--- src/rtl/reg_scoreboard_pkg.sv ---
// Shared definitions for the register hazard scoreboard.
package reg_scoreboard_pkg;

  localparam int NREG       = 32;
  localparam int REG_ADDR_W = 5;

  typedef enum logic {
    ST_RUN   = 1'b0,
    ST_DRAIN = 1'b1
  } sb_state_t;

endpackage

--- src/rtl/reg_scoreboard_sb_counter.sv ---
// Pending-write counter for one architectural register.
// Saturates at both ends: an increment at max and a decrement at zero are dropped.
// A simultaneous increment and effective decrement cancel out.
module sb_counter
  import reg_scoreboard_pkg::*;
#(
  parameter int CNT_W = 2
) (
  input  logic i_clk,
  input  logic i_reset,
  input  logic i_inc,
  input  logic i_dec,
  output logic o_zero,
  output logic o_one,
  output logic o_max,
  output logic o_next_zero
);

  localparam logic [CNT_W-1:0] LP_MAX = '1;
  localparam logic [CNT_W-1:0] LP_ONE = CNT_W'(1);

  logic [CNT_W-1:0] r_count;
  logic [CNT_W-1:0] w_count_nxt;
  logic             w_dec_ok;

  // Next count: a decrement only counts when there is something to retire.
  always_comb begin
    w_count_nxt = r_count;
    w_dec_ok    = i_dec & (r_count != '0);
    if (i_inc & ~w_dec_ok & (r_count != LP_MAX)) begin
      w_count_nxt = r_count + LP_ONE;
    end else if (w_dec_ok & ~i_inc) begin
      w_count_nxt = r_count - LP_ONE;
    end
  end

  // Counter register with synchronous clear.
  always_ff @(posedge i_clk) begin
    if (i_reset) begin
      r_count <= '0;
    end else begin
      r_count <= w_count_nxt;
    end
  end

  assign o_zero      = (r_count == '0);
  assign o_one       = (r_count == LP_ONE);
  assign o_max       = (r_count == LP_MAX);
  assign o_next_zero = (w_count_nxt == '0);

endmodule

--- src/rtl/reg_scoreboard.sv ---
// Decode-stage hazard scoreboard: tracks in-flight writes per register,
// stalls on RAW or counter saturation, and sequences a drain on flush.
//
// state | meaning
// RUN   | normal issue; stall only on hazards or an incoming flush request
// DRAIN | issue blocked until every pending write has been written back
module reg_scoreboard
  import reg_scoreboard_pkg::*;
#(
  parameter int CNT_W  = 2,
  parameter bit BYPASS = 1'b1
) (
  input  logic                  i_clk,
  input  logic                  i_reset,
  input  logic                  i_id_valid,
  input  logic [REG_ADDR_W-1:0] i_id_rs,
  input  logic [REG_ADDR_W-1:0] i_id_rt,
  input  logic                  i_id_uses_rs,
  input  logic                  i_id_uses_rt,
  input  logic                  i_id_reg_write,
  input  logic [REG_ADDR_W-1:0] i_id_write_reg,
  output logic                  o_id_stall,
  output logic                  o_id_issue,
  input  logic                  i_wb_reg_write,
  input  logic [REG_ADDR_W-1:0] i_wb_write_reg,
  input  logic                  i_flush_req,
  output logic                  o_flush_done,
  output logic                  o_busy
);

  sb_state_t r_state;
  sb_state_t w_state_nxt;
  logic      r_flush_done;
  logic      w_flush_done_nxt;

  // Register 0 is never tracked: it always reads as an empty, non-full counter.
  logic [NREG-1:0] w_zero;
  logic [NREG-1:0] w_one;
  logic [NREG-1:0] w_max;
  logic [NREG-1:0] w_next_zero;
  logic [NREG-1:1] w_inc;
  logic [NREG-1:1] w_dec;

  logic w_stall;
  logic w_issue;
  logic w_rs_bypass;
  logic w_rt_bypass;
  logic w_rs_haz;
  logic w_rt_haz;
  logic w_raw;
  logic w_sat;
  logic w_all_zero_nxt;

  assign w_zero[0]      = 1'b1;
  assign w_one[0]       = 1'b0;
  assign w_max[0]       = 1'b0;
  assign w_next_zero[0] = 1'b1;

  generate
    for (genvar g = 1; g < NREG; g++) begin : g_cnt
      assign w_inc[g] = w_issue & i_id_reg_write & (i_id_write_reg == REG_ADDR_W'(g));
      assign w_dec[g] = i_wb_reg_write & (i_wb_write_reg == REG_ADDR_W'(g));

      sb_counter #(
        .CNT_W (CNT_W)
      ) u_cnt (
        .i_clk       (i_clk),
        .i_reset     (i_reset),
        .i_inc       (w_inc[g]),
        .i_dec       (w_dec[g]),
        .o_zero      (w_zero[g]),
        .o_one       (w_one[g]),
        .o_max       (w_max[g]),
        .o_next_zero (w_next_zero[g])
      );
    end
  endgenerate

  // A source whose last pending write retires this very cycle may be forwarded.
  assign w_rs_bypass = BYPASS & i_wb_reg_write & (i_wb_write_reg == i_id_rs) & w_one[i_id_rs];
  assign w_rt_bypass = BYPASS & i_wb_reg_write & (i_wb_write_reg == i_id_rt) & w_one[i_id_rt];
  assign w_rs_haz    = i_id_uses_rs & ~w_zero[i_id_rs] & ~w_rs_bypass;
  assign w_rt_haz    = i_id_uses_rt & ~w_zero[i_id_rt] & ~w_rt_bypass;
  assign w_raw       = w_rs_haz | w_rt_haz;
  assign w_sat       = i_id_reg_write & w_max[i_id_write_reg];

  // Stall is kept outside the FSM process: the counters' next-zero flags
  // depend on issue, and the FSM reads those flags.
  assign w_stall = (r_state == ST_DRAIN) |
                   (i_id_valid & (w_raw | w_sat)) |
                   i_flush_req;
  assign w_issue = i_id_valid & ~w_stall;

  assign w_all_zero_nxt = &w_next_zero;

  // Next state and flush-complete pulse.
  always_comb begin
    w_state_nxt      = r_state;
    w_flush_done_nxt = 1'b0;
    case (r_state)
      ST_RUN: begin
        if (i_flush_req) begin
          w_state_nxt = ST_DRAIN;
        end
      end
      ST_DRAIN: begin
        if (w_all_zero_nxt) begin
          w_state_nxt      = ST_RUN;
          w_flush_done_nxt = 1'b1;
        end
      end
      default: begin
        w_state_nxt = ST_RUN;
      end
    endcase
  end

  // State and pulse registers; reset aborts a drain without a done pulse.
  always_ff @(posedge i_clk) begin
    if (i_reset) begin
      r_state      <= ST_RUN;
      r_flush_done <= 1'b0;
    end else begin
      r_state      <= w_state_nxt;
      r_flush_done <= w_flush_done_nxt;
    end
  end

  assign o_id_stall   = w_stall;
  assign o_id_issue   = w_issue;
  assign o_flush_done = r_flush_done;
  assign o_busy       = ~(&w_zero);

endmodule

--- config.mk ---
export PLATFORM = sky130hd
export DESIGN_NAME = reg_scoreboard
export DESIGN_NICKNAME = d
export VERILOG_FILES = /design/src/rtl/reg_scoreboard_pkg.sv /design/src/rtl/reg_scoreboard_sb_counter.sv /design/src/rtl/reg_scoreboard.sv
export SDC_FILE = /design/constraint.sdc
export NUM_CORES = 1
export LEC_CHECK = 0
export CORE_MARGIN = 3
export CORE_UTILIZATION = 30
export DETAILED_ROUTE_END_ITERATION = 8
export SETUP_SLACK_MARGIN = 0.3
export SYNTH_ARGS = -nofsm -noshare
export SYNTH_HDL_FRONTEND = slang
export SYNTH_SLANG_ARGS = --single-unit
--- constraint.sdc ---
create_clock -name i_clk -period 5.2 [get_ports i_clk]
set_input_delay 1.04 -clock i_clk [delete_from_list [all_inputs] [get_ports i_clk]]
set_output_delay 1.04 -clock i_clk [all_outputs]
set_load 0.005 [all_outputs]
==> results.md, run 1 <==
* Wire per inst at 21.5 microns
* Reg2Reg Depth at 18
* Yosys top cell by area: dfxtp_1
* Footprint of the multi-input gates at roughly 0.0060 sq mm
* Worst Hold Class: reg2reg
* Max-cap violations at 0
* Crit. End Element: flip-flop
* DIE AREA at 0.0276 sq mm
* Synth Area in Simple Gates at 0.228
* H-tree Lvls at 3
* First-pass GRT wire length at 43.9 mm
* Fillcell total at about 2,600
* Clock tree from TritonCTS: yes
* Clock Sinks at 64
* Fraction of the mapped netlist area in adder cells at 0.172
* Main combinational cell family by area after synthesis: simple AND/OR/NAND/NOR gates
* Top cells by count, synth: 93 x ha_1, 84 x nor2_1, 83 x inv_1
* DR vias at slightly below 8,000
* Nets@finish at 1,156
* TritonRoute pass-1 iters at 7
* CTS Hold Buffers Added at 0
* CTS root buf: clkbuf_16
* Worst Path Max Fanout at 16
* Compound-Gate Fraction of Synth Area at 0.145
* GP Congestion at 0.964
* Dpl ws at -282 ps
* Worst-case clock buffer depth at 2
* Vias/cell at 5.63
* Worst Skew at 10.2 ps
* FP Rows at 58
* Vias in the first global route at 7,388
* Leakage power at 3.85 nW
* Maximum vdd drop at 0.165 mV
* Synth cell types at 90
* Cell count after synthesis at 912
* Synth Flop Type: dfxtp_1
* Mux cell area share after synthesis at 0.148
* Antenna diode count at 0
* Asr flop ratio synth at 0
* Non-filler instance count after layout at between 1,000 and 1,500
* R2R setup slack at between 700 and 800 ps
* WS Path Type: in2reg
* Crit path launch: i_id_rs[3]
* Critical path endpoint: o_flush_done
* Tot Pwr at 1.48 mW
* Routed wire length at 29.5 mm
* Number of clock buffers inserted by TritonCTS at 9
* Drt drc at 0
* Chip Width at 166 microns
* Largest net degree at the start of global routing at 44
* Syn Nets at 1,033
* Synth warn at 0
* Unrepaired setup endpoints after global routing: yes
* Synthesized area at 0.00770 sq mm
* FMAX at between 0.2 and 0.25 GHz
* Port bufs at 31
* Skew-Pair Late Insertion Delay at 350 ps
* WP data arrival at 5150 ps
* Final Cycle Share at 0.936
* IO Pins at 32
* Startpoint Class: primary input
* Core box area at 0.0252 sq mm
* Post-route ant nets at 0
* Synth-to-Final Area Change at 26.9%
* GR Overflow Total at 0
* Share of cells above drive strength 1 at 0.234
* Post-synth EDFFs at 0
* Placed wire-length estimate at 24.0 mm
* Post-synthesis xor/xnor area fraction at 0.0620
* Placed Instances at 1,335
* Max Slew Vio Count at 0
* Initial DRC count at 777
* Register area share after synthesis at 0.166
* Register bit total from synthesis at 64
* GRT Util Overall at 0.205
* PwrDens at about 150 mW/mm^2
* Count leader, synth: ha_1
* Crit path required time at 5480 ps
* Worst-Margin Slew at 861 ps
* Starting Density at 0.306
* DIE HEIGHT at 166 microns
* Sequential cell area at approximately 0.0013 sq mm
* Initial antenna violation count at 2
* Setup WS post-layout at 330 ps
* Final hold violations at 0
* Clk slew on worst S/H paths at roughly 60 ps
* Reg2reg start: g_cnt[23].u_cnt.r_count[1]
* Yosys top cell area share at 0.166
* Top post-synthesis cells by area: dfxtp_1 17%, ha_1 15%, mux4_2 6.7%
* Mean Syn Cell Area at between 8 and 9 sq um
* Max transition margin at 0.422
* R2R Path End: o_flush_done
* Setup Viol. Count Final at 0
* Minimum clock period at 4870 ps
* Outcome: finished clean
[per-stage QoR]
stage,setup TNS (ps),cell area (sq um),util,hold WS (ps)
final,0,9780,0.388,607
after global routing,0,9780,0.388,617
after CTS,0,9620,0.382,598
after detailed placement,-765,9020,0.358,587
after global placement,-709,9020,0.358,585
after floorplan,0,7700,-,532
[layer usage]
metal,GRT usage,up-vias,share of wire
met1,0.288,3762,0.45
met2,0.323,344,0.44
met3,0.0440,46,0.087
met5,0,-,0
met4,0.0470,0,0.022
li1,-,3560,-
[cells in the final DEF, fill, tap and decap left out, types with 5 or more instances in the layout]
cell,count
o21ai_0,29
mux4_2,23
xnor2_1,41
nand4_1,27
clkinvlp_4,5
nand3_1,16
clkbuf_16,10
mux2_2,13
ha_1,93
dlygate4sd2_1,7
xor2_1,9
clkdlybuf4s50_1,18
nor2b_1,27
inv_1,83
nor4_1,10
or2_2,5
nor3_1,48
nand2_1,39
nor2_1,80
mux4_1,6
buf_12,6
o22ai_1,6
nand2b_1,10
buf_6,10
a21oi_1,25
a311oi_1,5
maj3_1,15
dfxtp_1,64
o21a_1,5
mux2i_1,27
or3_1,12
buf_4,111
and3_1,7
[power by group]
part           total (mW)  leakage [nW]  internal [mW]  switching (mW)
Combinational       0.347          3.21          0.157           0.190
Sequential          0.503         0.516          0.497         0.00636
Clock               0.629         0.130          0.370           0.259
Total                1.48          3.85           1.02           0.455
[area by class of cell]
cell class,instances,area share
Multi-Input combinational cell,716,0.618
Timing Repair Buffer,161,0.146
Sequential cell,64,0.131
Tap cell,330,0.0422
Inverter,83,0.0319
Clock buffer,9,0.0230
Clock inverter,7,0.00742
[logic make-up (layout without fill, tap and decap cells)]
group                    after synthesis  in the layout
adder cells (fa/ha/maj)              109            109
flip-flops                            64             64
multiplexers                          74             74
XOR/XNOR                              53             53
AND/OR/NAND/NOR                      329            329
AO/OA/AOI/OAI                        151            151
buffers and inverters                132            260
[worst min path at each step]
stage	depth (start not counted)	start	to
after floorplan	2	g_cnt[21].u_cnt.r_count[1]	g_cnt[21].u_cnt.r_count[1]
after global placement	2	g_cnt[26].u_cnt.r_count[1]	g_cnt[26].u_cnt.r_count[1]
after detailed placement	2	g_cnt[26].u_cnt.r_count[1]	g_cnt[26].u_cnt.r_count[1]
after CTS	2	g_cnt[26].u_cnt.r_count[1]	g_cnt[26].u_cnt.r_count[1]
after global routing	2	g_cnt[26].u_cnt.r_count[1]	g_cnt[26].u_cnt.r_count[1]
final	2	g_cnt[26].u_cnt.r_count[1]	g_cnt[26].u_cnt.r_count[1]
[worst max-delay path: stages]
cell	delay (ps)
clkdlybuf4s15_1	330
buf_4	270
mux4_2	220
inv_1	40
a221oi_1	450
a2111oi_4	80
buf_4	160
a32oi_4	290
buf_6	160
buf_12	140
nand4_1	200
buf_4	210
mux2i_2	160
xnor2_2	320
nand3_2	150
or4_4	520
nor4_4	230
nor2b_1	170
[timing repair]
| action | 4_1_cts | 5_1_grt |
|---|---|---|
| pin swaps | 19 | 7 |
| gates cloned | 0 | 1 |
| buffers inserted | 15 | 3 |
| resized for setup | 47 | 25 |
| endpoints found under the setup margin | 4 | 3 |
[flip-flops by register name, indices dropped and copies added, names as in the netlist]
signal,cells
g_cnt.u_cnt.r_count,62
o_flush_done,1
r_state,1
Power figures use the tool's default switching activity.
==> run 2: changes to the inputs <==
- CAP_MARGIN: unset -> 20
- CORE_UTILIZATION: 30 -> 49
- PLACE_DENSITY: unset -> 0.67
==> results.md, run 2 (synthesis gave the netlist of run 1 again) <==
* DR vias at 7,681 (-0.40%)
* Final hold violations at 0 (unchanged)
* Starting Density at 0.503 (+0.197)
* H-tree Lvls at 3 (unchanged)
* Largest net degree at the start of global routing at 39 (-11%)
* PwrDens at 162 mW/mm^2 (+6.9%)
* Worst-case clock buffer depth at 2 (unchanged)
* Max-cap violations at 0 (unchanged)
* Crit path required time at 5490 ps (about the same)
* Commonest non-fill, non-tap cell in the layout: ha_1
* Worst Hold Class: reg2reg
* Final Instance Area at 0.00946 sq mm (-3.2%)
* DIE HEIGHT at 131 microns (-21%)
* CP cell instances: clkdlybuf4s50_1 > buf_6 > buf_8 > mux2i_2 > a311oi_1 > o211a_1 > a2111oi_4 > a32o_2 > buf_12 > buf_12 > buf_8 > buf_6 > nor4_4 > o221ai_2 > or4_4 > or4_4 > nor4_4 > nor2b_1
* Routed wire length at 27.7 mm (-5.9%)
* CP bufs+invs at 7 (unchanged)
* Synth-to-Final Area Change at 22.9%
* Port bufs at 31 (unchanged)
* DIE AREA at 0.0173 sq mm (-38%)
* Clk slew on worst S/H paths at 50 ps (about the same)
* Reg2reg start: g_cnt[7].u_cnt.r_count[1]
* IO Pins at 32 (unchanged)
* Most flops, register: g_cnt.u_cnt.r_count
* Max transition margin at 0.478 (+0.0563)
* Crit. End Element: flip-flop
* Post-route ant nets at 0 (unchanged)
* Nets@finish at 1,126 (-2.6%)
* Maximum vdd drop at 0.122 mV (-26%)
* Number of clock buffers inserted by TritonCTS at 9 (unchanged)
* Crit path launch: i_id_rs[1]
* Vias/cell at 6.30 (+12%)
* GRT Util Overall at 0.315 (+0.110)
* Wire per inst at 22.7 microns (+5.6%)
* Worst Path Max Fanout at 8 (-8)
* WP data arrival at 5110 ps (-40 ps)
* Vias in the first global route at 7,270 (-1.6%)
* Core box area at 0.0153 sq mm (-39%)
* Final Cycle Share at 0.928 (-0.00829)
* Setup Viol. Count Final at 0 (unchanged)
* Worst-Margin Slew at 777 ps (-83.8 ps)
* Leakage power at 3.78 nW (-2.0%)
* Most frequent cells in the layout: 93 x ha_1, 83 x inv_1, 83 x nor2_1, 83 x buf_4, 64 x dfxtp_1
* Clock tree from TritonCTS: yes
* Crit-path slowest cell: or4_4
* Skew-Pair Late Insertion Delay at 350 ps (about the same)
* Initial DRC count at 918 (+18%)
* First-pass GRT wire length at 42.0 mm (-4.2%)
* WS Path Type: in2reg
* Setup TNS at 0 ps (unchanged)
* CTS Hold Buffers Added at 0 (unchanged)
* Antenna diode count at 0 (unchanged)
* Drt drc at 0 (unchanged)
* Minimum clock period at 4830 ps (-43.1 ps)
* Worst Skew at 5.16 ps (-5.00 ps)
* Clock Sinks at 64 (unchanged)
* Startpoint Class: primary input
* CP delay by family, top: simple AND/OR/NAND/NOR gates
* CP peak stage delay at 540 ps (+20 ps)
* GR Overflow Total at 0 (unchanged)
* Outcome: finished clean
* Worst Min Path Start: g_cnt[27].u_cnt.r_count[1]
* Max Slew Vio Count at 0 (unchanged)
* FP Rows at 45 (-22%)
* Placed wire-length estimate at 21.8 mm (-9.3%)
* GP Congestion at 1.03 (+6.9%)
* Max reg flops at 62 (unchanged)
* Chip Width at 131 microns (-21%)
* FMAX at 0.207 GHz (+0.89%)
* Tot Pwr at 1.53 mW (+3.5%)
* Initial antenna violation count at 0 (-2)
* Unrepaired setup endpoints after global routing: yes
* TritonRoute pass-1 iters at 6 (-1)
* Fin util at 0.618 (+0.230)
* CTS root buf: clkbuf_16
* Placed Area at 0.00863 sq mm (-4.3%)
* Share of cells above drive strength 1 at 0.206 (-0.0275)
[run 2: worst min-delay path, cell delays in order, from the launching register on]
cell and delay, ps:
dfxtp_1 320, nor2_1 90, or3_1 100, a21oi_1 50
[run 2: worst paths after layout]
path | end | slack [ps] | cells past startpoint
worst max-delay path | o_flush_done | 370 | 18
worst max register to register | o_flush_done | 830 | 19
worst min register to register | g_cnt[27].u_cnt.r_count[1] | 600 | 3
worst min-delay path | g_cnt[27].u_cnt.r_count[1] | 600 | 3
[run 2: repair_timing]
action | 4_1_cts | 5_1_grt
endpoints found under the setup margin | 4 | 4
cloned | 1 | 1
gates resized for setup | 44 | 32
hold endpoints to repair | 0 | 0
setup buffers | 14 | 7
pin swaps | 20 | 16
[run 2: power breakdown]
group	switching, mW	leakage (nW)	total (mW)	internal (mW)
clock network	0.237	0.159	0.679	0.442
logic	0.191	3.10	0.349	0.158
registers	0.00591	0.516	0.503	0.497
total	0.433	3.78	1.53	1.10
[run 2: per-stage QoR]
step	instances	setup slack, ps	hold WS, ps
after floorplan	912	946	532
after global routing	1220	255	640
final	1220	373	603
after CTS	1212	305	596
after global placement	1182	-109	595
after detailed placement	1182	-247	588
[run 2: final cells by class]
type / instances / area, sq um
multi-input cells: 716 / 6060
fillers: 1407 / 5850
flip-flops and latches: 64 / 1280
repair buffers: 131 / 1230
inverters: 83 / 312
well taps: 211 / 264
clock buffers: 12 / 256
clock inverters: 3 / 65.1
[run 2: metal layers]
metal  track usage  part of all wire  up-vias  wire length [microns]
li1              -                 -     3502                      -
met1         0.418              0.41     3645                  11300
met2         0.482              0.44      443                  12100
met3        0.0750              0.11       91                   2940
met4         0.152             0.047        0                   1320
met5             0                 0        -                      0
